===== config.mk =====
export PLATFORM = sky130hd
export DESIGN_NAME = bp_me_wb_arbiter
export DESIGN_NICKNAME = d
export VERILOG_FILES = /design/src/rtl/bp_me_wb_arbiter.sv
export SDC_FILE = /design/constraint.sdc
export NUM_CORES = 1
export LEC_CHECK = 0
export ABC_AREA = 1
export CAP_MARGIN = 20
export CORE_AREA = 2 2 216 218
export CTS_BUF_LIST = sky130_fd_sc_hd__clkbuf_2
export DETAILED_ROUTE_END_ITERATION = 16
export DIE_AREA = 0 0 218 220
export SLEW_MARGIN = 25
export SYNTH_ARGS = -nofsm -noshare
export SYNTH_HDL_FRONTEND = slang
export SYNTH_SLANG_ARGS = --single-unit

===== constraint.sdc =====
create_clock -name clk_i -period 2.3 [get_ports clk_i]
set_input_delay 0.575 -clock clk_i [delete_from_list [all_inputs] [get_ports clk_i]]
set_output_delay 0.575 -clock clk_i [all_outputs]
set_load 0.01 [all_outputs]

===== src/rtl/bp_me_wb_arbiter.sv =====
// Round-robin N-to-1 Wishbone B4 master arbiter for the BedRock-to-WB converters.
// The grant is held for a whole cyc; a strobe left unanswered too long is aborted with err.
module bp_me_wb_arbiter #(
    parameter int num_master_p = 2,
    parameter int data_width_p = 64,
    parameter int adr_width_p  = 37,
    parameter int timeout_p    = 1024
) (
    input  logic                                          clk_i,
    input  logic                                          reset_i,
    input  logic [num_master_p-1:0][adr_width_p-1:0]      m_adr_i,
    input  logic [num_master_p-1:0][data_width_p-1:0]     m_dat_i,
    input  logic [num_master_p-1:0][data_width_p/8-1:0]   m_sel_i,
    input  logic [num_master_p-1:0]                       m_cyc_i,
    input  logic [num_master_p-1:0]                       m_stb_i,
    input  logic [num_master_p-1:0]                       m_we_i,
    input  logic [num_master_p-1:0][2:0]                  m_cti_i,
    input  logic [num_master_p-1:0][1:0]                  m_bte_i,
    output logic [num_master_p-1:0]                       m_ack_o,
    output logic [num_master_p-1:0]                       m_err_o,
    output logic [num_master_p-1:0][data_width_p-1:0]     m_dat_o,
    output logic [adr_width_p-1:0]                        adr_o,
    output logic [data_width_p-1:0]                       dat_o,
    output logic [data_width_p/8-1:0]                     sel_o,
    output logic                                          cyc_o,
    output logic                                          stb_o,
    output logic                                          we_o,
    output logic [2:0]                                    cti_o,
    output logic [1:0]                                    bte_o,
    input  logic                                          ack_i,
    input  logic                                          err_i,
    input  logic [data_width_p-1:0]                       dat_i
);

    localparam int lg_master_lp = (num_master_p > 1) ? $clog2(num_master_p) : 1;
    localparam int tmo_width_lp = (timeout_p > 0) ? $clog2(timeout_p + 1) : 1;

    typedef logic [lg_master_lp-1:0] idx_t;
    typedef logic [tmo_width_lp-1:0] tmo_t;
    typedef enum logic [1:0] {e_idle, e_busy, e_abort} state_e;

    localparam idx_t last_reset_lp = idx_t'(num_master_p - 1);
    localparam tmo_t tmo_last_lp   = tmo_t'((timeout_p > 0) ? (timeout_p - 1) : 0);

    state_e state_r, state_n;
    idx_t   grant_r, grant_n;
    idx_t   last_r, last_n;
    tmo_t   tmo_cnt_r, tmo_n;
    logic   stall;

    // Lowest offset after the previous owner wins; scanning backwards lets it overwrite the rest.
    function automatic idx_t rr_pick(input idx_t last, input logic [num_master_p-1:0] req);
        int idx;
        rr_pick = last;
        for (int i = num_master_p; i >= 1; i--) begin
            idx = (int'(last) + i) % num_master_p;
            if (req[idx]) rr_pick = idx_t'(idx);
        end
    endfunction

    always_comb begin
        for (int i = 0; i < num_master_p; i++) m_dat_o[i] = dat_i;
    end

    always_comb begin
        state_n = state_r;
        grant_n = grant_r;
        last_n  = last_r;
        tmo_n   = tmo_cnt_r;
        adr_o   = '0;
        dat_o   = '0;
        sel_o   = '0;
        cyc_o   = 1'b0;
        stb_o   = 1'b0;
        we_o    = 1'b0;
        cti_o   = '0;
        bte_o   = '0;
        m_ack_o = '0;
        m_err_o = '0;
        stall   = m_stb_i[grant_r] & ~ack_i & ~err_i;

        case (state_r)
            e_idle: begin
                tmo_n = '0;
                if (|m_cyc_i) begin
                    grant_n = rr_pick(last_r, m_cyc_i);
                    state_n = e_busy;
                end
            end
            e_busy: begin
                adr_o = m_adr_i[grant_r];
                dat_o = m_dat_i[grant_r];
                sel_o = m_sel_i[grant_r];
                we_o  = m_we_i[grant_r];
                cti_o = m_cti_i[grant_r];
                bte_o = m_bte_i[grant_r];
                cyc_o = m_cyc_i[grant_r];
                stb_o = m_stb_i[grant_r];
                m_ack_o[grant_r] = ack_i;
                m_err_o[grant_r] = err_i;
                if (!m_cyc_i[grant_r]) begin
                    last_n  = grant_r;
                    state_n = e_idle;
                    tmo_n   = '0;
                end else if ((timeout_p > 0) && stall && (tmo_cnt_r == tmo_last_lp)) begin
                    // Abort: the owner sees err now and the slave sees the cycle vanish.
                    m_err_o[grant_r] = 1'b1;
                    cyc_o   = 1'b0;
                    stb_o   = 1'b0;
                    state_n = e_abort;
                    tmo_n   = '0;
                end else if ((timeout_p > 0) && stall) begin
                    tmo_n = (tmo_cnt_r == '1) ? tmo_cnt_r : tmo_cnt_r + 1'b1;
                end else begin
                    tmo_n = '0;
                end
            end
            e_abort: begin
                if (!m_cyc_i[grant_r]) begin
                    last_n  = grant_r;
                    state_n = e_idle;
                end
            end
            default: state_n = e_idle;
        endcase
    end

    always_ff @(posedge clk_i) begin
        if (reset_i) begin
            state_r   <= e_idle;
            grant_r   <= '0;
            last_r    <= last_reset_lp;
            tmo_cnt_r <= '0;
        end else begin
            state_r   <= state_n;
            grant_r   <= grant_n;
            last_r    <= last_n;
            tmo_cnt_r <= tmo_n;
        end
    end

endmodule


==> results.toml <==
[outcome]
outcome = "complete, no violations"

[drt]
drc = 0
via_per_inst = 3.59
drt_wl_total_um = 27200
drtPass1Iterations = 5
ant_nets = 0
wl_per_cell_um = 17.3
drt_iter0_drc = 246
via_count = 5637

[global_routing]
grt_max_degree = 60
grt.total_usage_pct = 9.59
antenna_found_initial = 0
grt_first_pass_wirelength_um = 34000
grt_pass1_vias = 5130
grt_overflow = 0

[layout]
antenna_cells = 0
drive_gt1_share_pct = 29.6
finalNetCount = 1270
syn_to_final_growth_pct = 113

[flow_run]
maxCapViolCount = 0

[critical_path]
cpMaxStageDelayCell = "dfxtp_4"
required_ns = 1.73
cp_cell_sequence = "buf_12 > buf_12 > buf_12 > buf_12 > buf_8 > nand2_1 > a21oi_1 > buf_2"
critPathKind = "register to output pin"
max_stage_delay_ns = 0.47
path_max_fanout = 6
cp-start-kind = "register"
critPathArrivalTime_ns = 1.72
cpMostUsedCell = "buf_12"
critPathCaptureType = "output pin"

[pwr]
vdd_ir_drop_max_v = 0.000169
cellLeakagePower_nw = 3.42
power_density_nw_per_um2 = 284

[synthesis]
avgSynthCellArea_um2 = 5.39
yosysWarnings = 0
synthesis.instances = 691
syn_area_um2 = 3720
syn-num-nets = 997
synthTopCellsByArea = "nand2_1 27%, buf_4 26%, a21oi_1 17%"
yosysSeqAreaShare_pct = 8.07
ys_ff_latch = 15
yosys.area.top_type = "nand2_1"
synth_top_area_share_pct = 27.3
synth_cell_types = 28

[timing]
max_slew_margin_pct = 74.5
finClkSkew_ns = 0.00715
timing.hold.ws_ns = 0.505
hold_viol = 0
post-route-period-util_pct = 99.6
finalMaxSlewViolations = 0
rsz0062_at_grt = "true"
worst_pin_slew_ns = 0.382
fmax_ghz = 0.437
period_needed_ns = 2.29
setup_violations = 0
tns_ns = 0

[floorplanning]
design.core.area_um2 = 45900
ios = 551
die_x_um = 218
start_util_pct = 8.12
die_height_um = 220
die-area_um2 = 48000
placementRows = 79

[clock_network]
path_clk_slew_ns = 0.18
clock_latency_ns = 0.30
cts_sinks = 15
cts-root-buf = "clkbuf_2"
cts-htree-levels = 1
tritoncts = "yes"
hold_buffers = 0
numCtsBuffers = 3
clockBufferDepth = 2

[place]
portBuffers = 358
gp_congestion = 0.782
dp_hpwl_um = 18400

[min_path]
hold_path_class = "register to register"
[report_power, final]
group | total, mW | internal (mW) | switching, mW
clock network | 0.139 | 0.0394 | 0.0997
logic | 1.82 | 0.933 | 0.888
registers | 0.286 | 0.272 | 0.0136
total | 2.25 | 1.24 | 1.00
[what timing repair did]
item,CTS,global route
gates cloned,11,3
pin swaps,21,24
gates resized for setup,390,149
setup endpoints to repair,121,99
setup buffers,13,8
[registers in the layout, indices dropped and copies added, names as in the netlist]
| name | count |
|---|---|
| tmo_cnt_r | 11 |
| state_r | 2 |
| last_r | 1 |
| grant_r | 1 |
[cell families after synthesis]
logic type	after synthesis	share of synthesized area, %
compound gates	139	19.5
xor+xnor	4	0.941
flops	15	8.07
fa+ha+maj	4	1.34
buf+inv	194	33.0
simple gates	335	37.1
[final cells by class]
cell class,count,area [um2]
Fill cell,5233,37900
Timing Repair Buffer,437,4160
Multi-Input combinational cell,482,2550
Tap cell,607,759
Sequential cell,15,309
Inverter,25,114
Clock buffer,3,15.0
Clock inverter,1,5.00
[placed cells by master, fill, tap and decap left out, drive strengths merged]
master	instances
clkbuf	45
nor2	26
nand3b	1
a21oi	130
xor2	4
o211ai	1
clkdlybuf4s50	233
bufbuf	2
nand2	279
a22oi	1
clkinv	2
nand4	8
inv	24
nor3	1
nand3	20
ha	4
a21boi	1
o21ai	6
dfxtp	15
buf	139
clkdlybuf4s15	5
dlygate4sd2	16
[worst max-delay path: cells and delay by family (launching register included)]
family                 cells  cell delay, ns
flip-flops                 1            0.47
AO/OA/AOI/OAI              1            0.12
AND/OR/NAND/NOR            1            0.05
buffers and inverters      6            0.75
[metrics by stage]
step | power (mW) | utilization [%] | cell area [um2] | setup slack [ns] | instances
floorplan | 1.08 | - | 3720 | 0.301 | 691
global placement | 1.88 | 16.0 | 7360 | -0.633 | 1531
finish | 2.25 | 17.3 | 7920 | 0.00963 | 1570
global route | 2.39 | 17.3 | 7920 | -0.0914 | 1570
detailed placement | 1.89 | 16.0 | 7360 | -0.622 | 1531
CTS | 2.17 | 16.9 | 7740 | -0.0924 | 1559
[synth_stat cells]
library cell,instances
a21boi_4,1
a21oi_1,130
a22oi_2,1
buf_1,1
buf_2,10
buf_4,128
buf_6,1
clkbuf_1,29
dfxtp_1,15
ha_1,4
inv_1,21
inv_2,4
nand2_1,271
nand2_2,5
nand2_4,3
nand3_1,20
nand3b_1,1
nand4_1,8
nor2_1,20
nor2_2,3
nor2_4,2
nor2_8,1
nor3_1,1
o211ai_1,1
o21ai_0,2
o21ai_1,2
o21ai_2,2
xor2_1,4
[worst paths after layout]
path / from / end / slack [ns] / depth (start not counted)
max: grant_r / sel_o[6] / 0.01 / 8
min: last_r / last_r / 0.51 / 2
min reg2reg: last_r / last_r / 0.51 / 2
max reg2reg: state_r[1] / tmo_cnt_r[2] / 0.36 / 9
[per-layer routing]
metal / vias to the layer above / wire, um / global-route usage, %
li1: 2622 / - / -
met1: 2563 / 10100 / 10.8
met2: 398 / 13000 / 16.4
met3: 52 / 3520 / 4.33
met4: 2 / 555 / 2.02
met5: - / 53 / 0.729
(Power assumes the default switching activity.)
==> edit (same settings) <==
Encoding of `state_e`: now one-hot (3 bits for 3 states).
--- a/src/rtl/bp_me_wb_arbiter.sv
+++ b/src/rtl/bp_me_wb_arbiter.sv
@@ -39,3 +39,3 @@
     typedef logic [tmo_width_lp-1:0] tmo_t;
-    typedef enum logic [1:0] {e_idle, e_busy, e_abort} state_e;
+    typedef enum logic [2:0] {e_idle = 3'b001, e_busy = 3'b010, e_abort = 3'b100} state_e;
 
Function: no difference found for any inputs over 4 cycles, from zero or initial values and one cycle with reset_i high; so few cycles prove little.
==> edit against the original RTL <==
Synthesized cell count is 1.2% lower; sequential share of layout area is 0.51 points higher; design area is 6.5% lower; register-to-register slack better by 0.11 ns; worst hold slack better by 0.0053 ns; routed wire length is 11% lower; total power is 17% lower; via count is 5.1% lower; sequential cell count is 1 higher; setup slack better by 0.027 ns; synthesized area is 3.4% lower; critical path depth is 2 higher; critical path type unchanged; largest cell class unchanged; largest power group unchanged; highest routed layer is now met4.
==> edit: results (changes against the original RTL) <==
* Global-route wire length before repair at 31.0 mm (was 34.0 mm)
* Max IR drop VDD at 0.000152 V (was 0.000169 V)
* Clock share of power at 7.9% (was 6.2%)
* Critical path fanouts, max at 16 (was 6)
* Mapped Cells at 683 (was 691)
* Leakage at 3.20 nW (was 3.42 nW)
* Net Sw Power at 762 uW (was 1.00 mW)
* DR iter-0 viols at 189 (was 246)
* CP arrival at 1.69 ns (was 1.72 ns)
* Initial antenna violation count at 2 (was 0)
* Placed insts at 1533 (was 1531)
* Sequential power at 324 uW (was 286 uW)
* GRT Util Overall at 8.88% (was 9.59%)
* Worst r2r src: grant_r$_SDFFE_PP0P_ (was state_r[1]$_SDFFE_PP0P_)
* Switch share at 41.1% (was 44.6%)
* Vias in the first global route at 5045 (was 5130)
* Vias per std cell at 3.43 (was 3.59)
* Crit path max-delay family: buffers and inverters (unchanged)
* Synth unique cells at 27 (was 28)
* Worst slew pin tran at 0.309 ns (was 0.382 ns)
* Largest regs: tmo_cnt_r x11, state_r x3 (was tmo_cnt_r x11, state_r x2)
* Hold path start: tmo_cnt_r[7]$_SDFFE_PP0P_ (was last_r$_SDFFE_PP1P_)
* Synth cell count leaders: 270 x nand2_1, 131 x a21oi_1, 128 x buf_4, 25 x inv_1, 25 x nor2_1 (was 271 x nand2_1, 130 x a21oi_1, 128 x buf_4, 29 x clkbuf_1, 21 x inv_1)
* # H-tree levels at 1 (unchanged)
* Cell Count, Final, Fillers Out at 1558 (was 1570)
* DP Area at 7300 sq um (was 7360 sq um)
* Status: complete, no violations (unchanged)
* Place WS at -0.580 ns (was -0.622 ns)
* Routability congestion estimate from global placement at 0.802 (was 0.782)
* Synthesized net count at 986 (was 997)
* Nets at 1253 (was 1270)
* Post-synthesis sequential area ratio at 8.91% (was 8.07%)
* Post-Route WL at 24.2 mm (was 27.2 mm)
* Critical Path Max Stage Delay at 0.47 ns (about the same)
* Max Clock Skew at 0.00434 ns (was 0.00715 ns)
* Synth area leaders: nand2_1 28%, buf_4 27%, a21oi_1 18% (was nand2_1 27%, buf_4 26%, a21oi_1 17%)
* Largest net degree at the start of global routing at 43 (was 60)
* Drt pass-1 iters at 5 (unchanged)
* Post-DP HPWL at 17.1 mm (was 18.4 mm)
* Layout cell share with drive strength beyond 1 at 22.2% (was 29.6%)
==> edit: logic make-up (layout without fill, tap and decap cells) <==
kind of cell	count (synthesis)	after routing	synth area share, %
DFF	16	16	8.91
xor gates and xnor gates	3	3	0.731
other	0	2	0
buffers and inverters	197	463	34.2
adders and majority gates	1	1	0.348
and+or+nand+nor	328	328	36.4
AOI/OAI and AO/OA	138	138	19.4
==> edit: worst register-to-register path, stage by stage (launching register included) <==
cell and delay, ns:
dfxtp_4 0.47, buf_8 0.22, nand2_1 0.12, o21ai_2 0.10
buf_4 0.17, nor2_4 0.04, nand2_1 0.10, nand2_4 0.06
nand2_2 0.20, inv_1 0.10, nor2_1 0.13, nor2_1 0.04
==> edit: timing repair <==
action / 4_1_cts / 5_1_grt
endpoints found under the setup margin: 121 / 90
pin swaps: 3 / 4
gates cloned: 7 / 2
buffers inserted: 9 / 2
gates resized for setup: 282 / 126
==> edit: final cells by class <==
cell class / count / area (sq um)
antenna: 2 / 5.00
sequential: 16 / 327
inverter: 30 / 125
clock buffer: 4 / 20.0
timing repair buffer: 429 / 4010
multi-input combinational: 470 / 2160
fill: 5317 / 38500
tap: 607 / 759
==> edit: routing by layer <==
layer	GRT usage, %	routed length [microns]
met2	15.9	11800
met1	8.88	8340
met4	4.22	1060
met5	0	0
met3	3.82	3030
==> edit: path summary, 6_finish.rpt <==
check	end	slack, ns	cells after the start
worst max-delay path	cyc_o	0.04	10
worst min-delay path	tmo_cnt_r[7]$_SDFFE_PP0P_	0.51	2
worst max register to register	tmo_cnt_r[9]$_SDFFE_PP0P_	0.47	11
worst min register to register	tmo_cnt_r[7]$_SDFFE_PP0P_	0.51	2
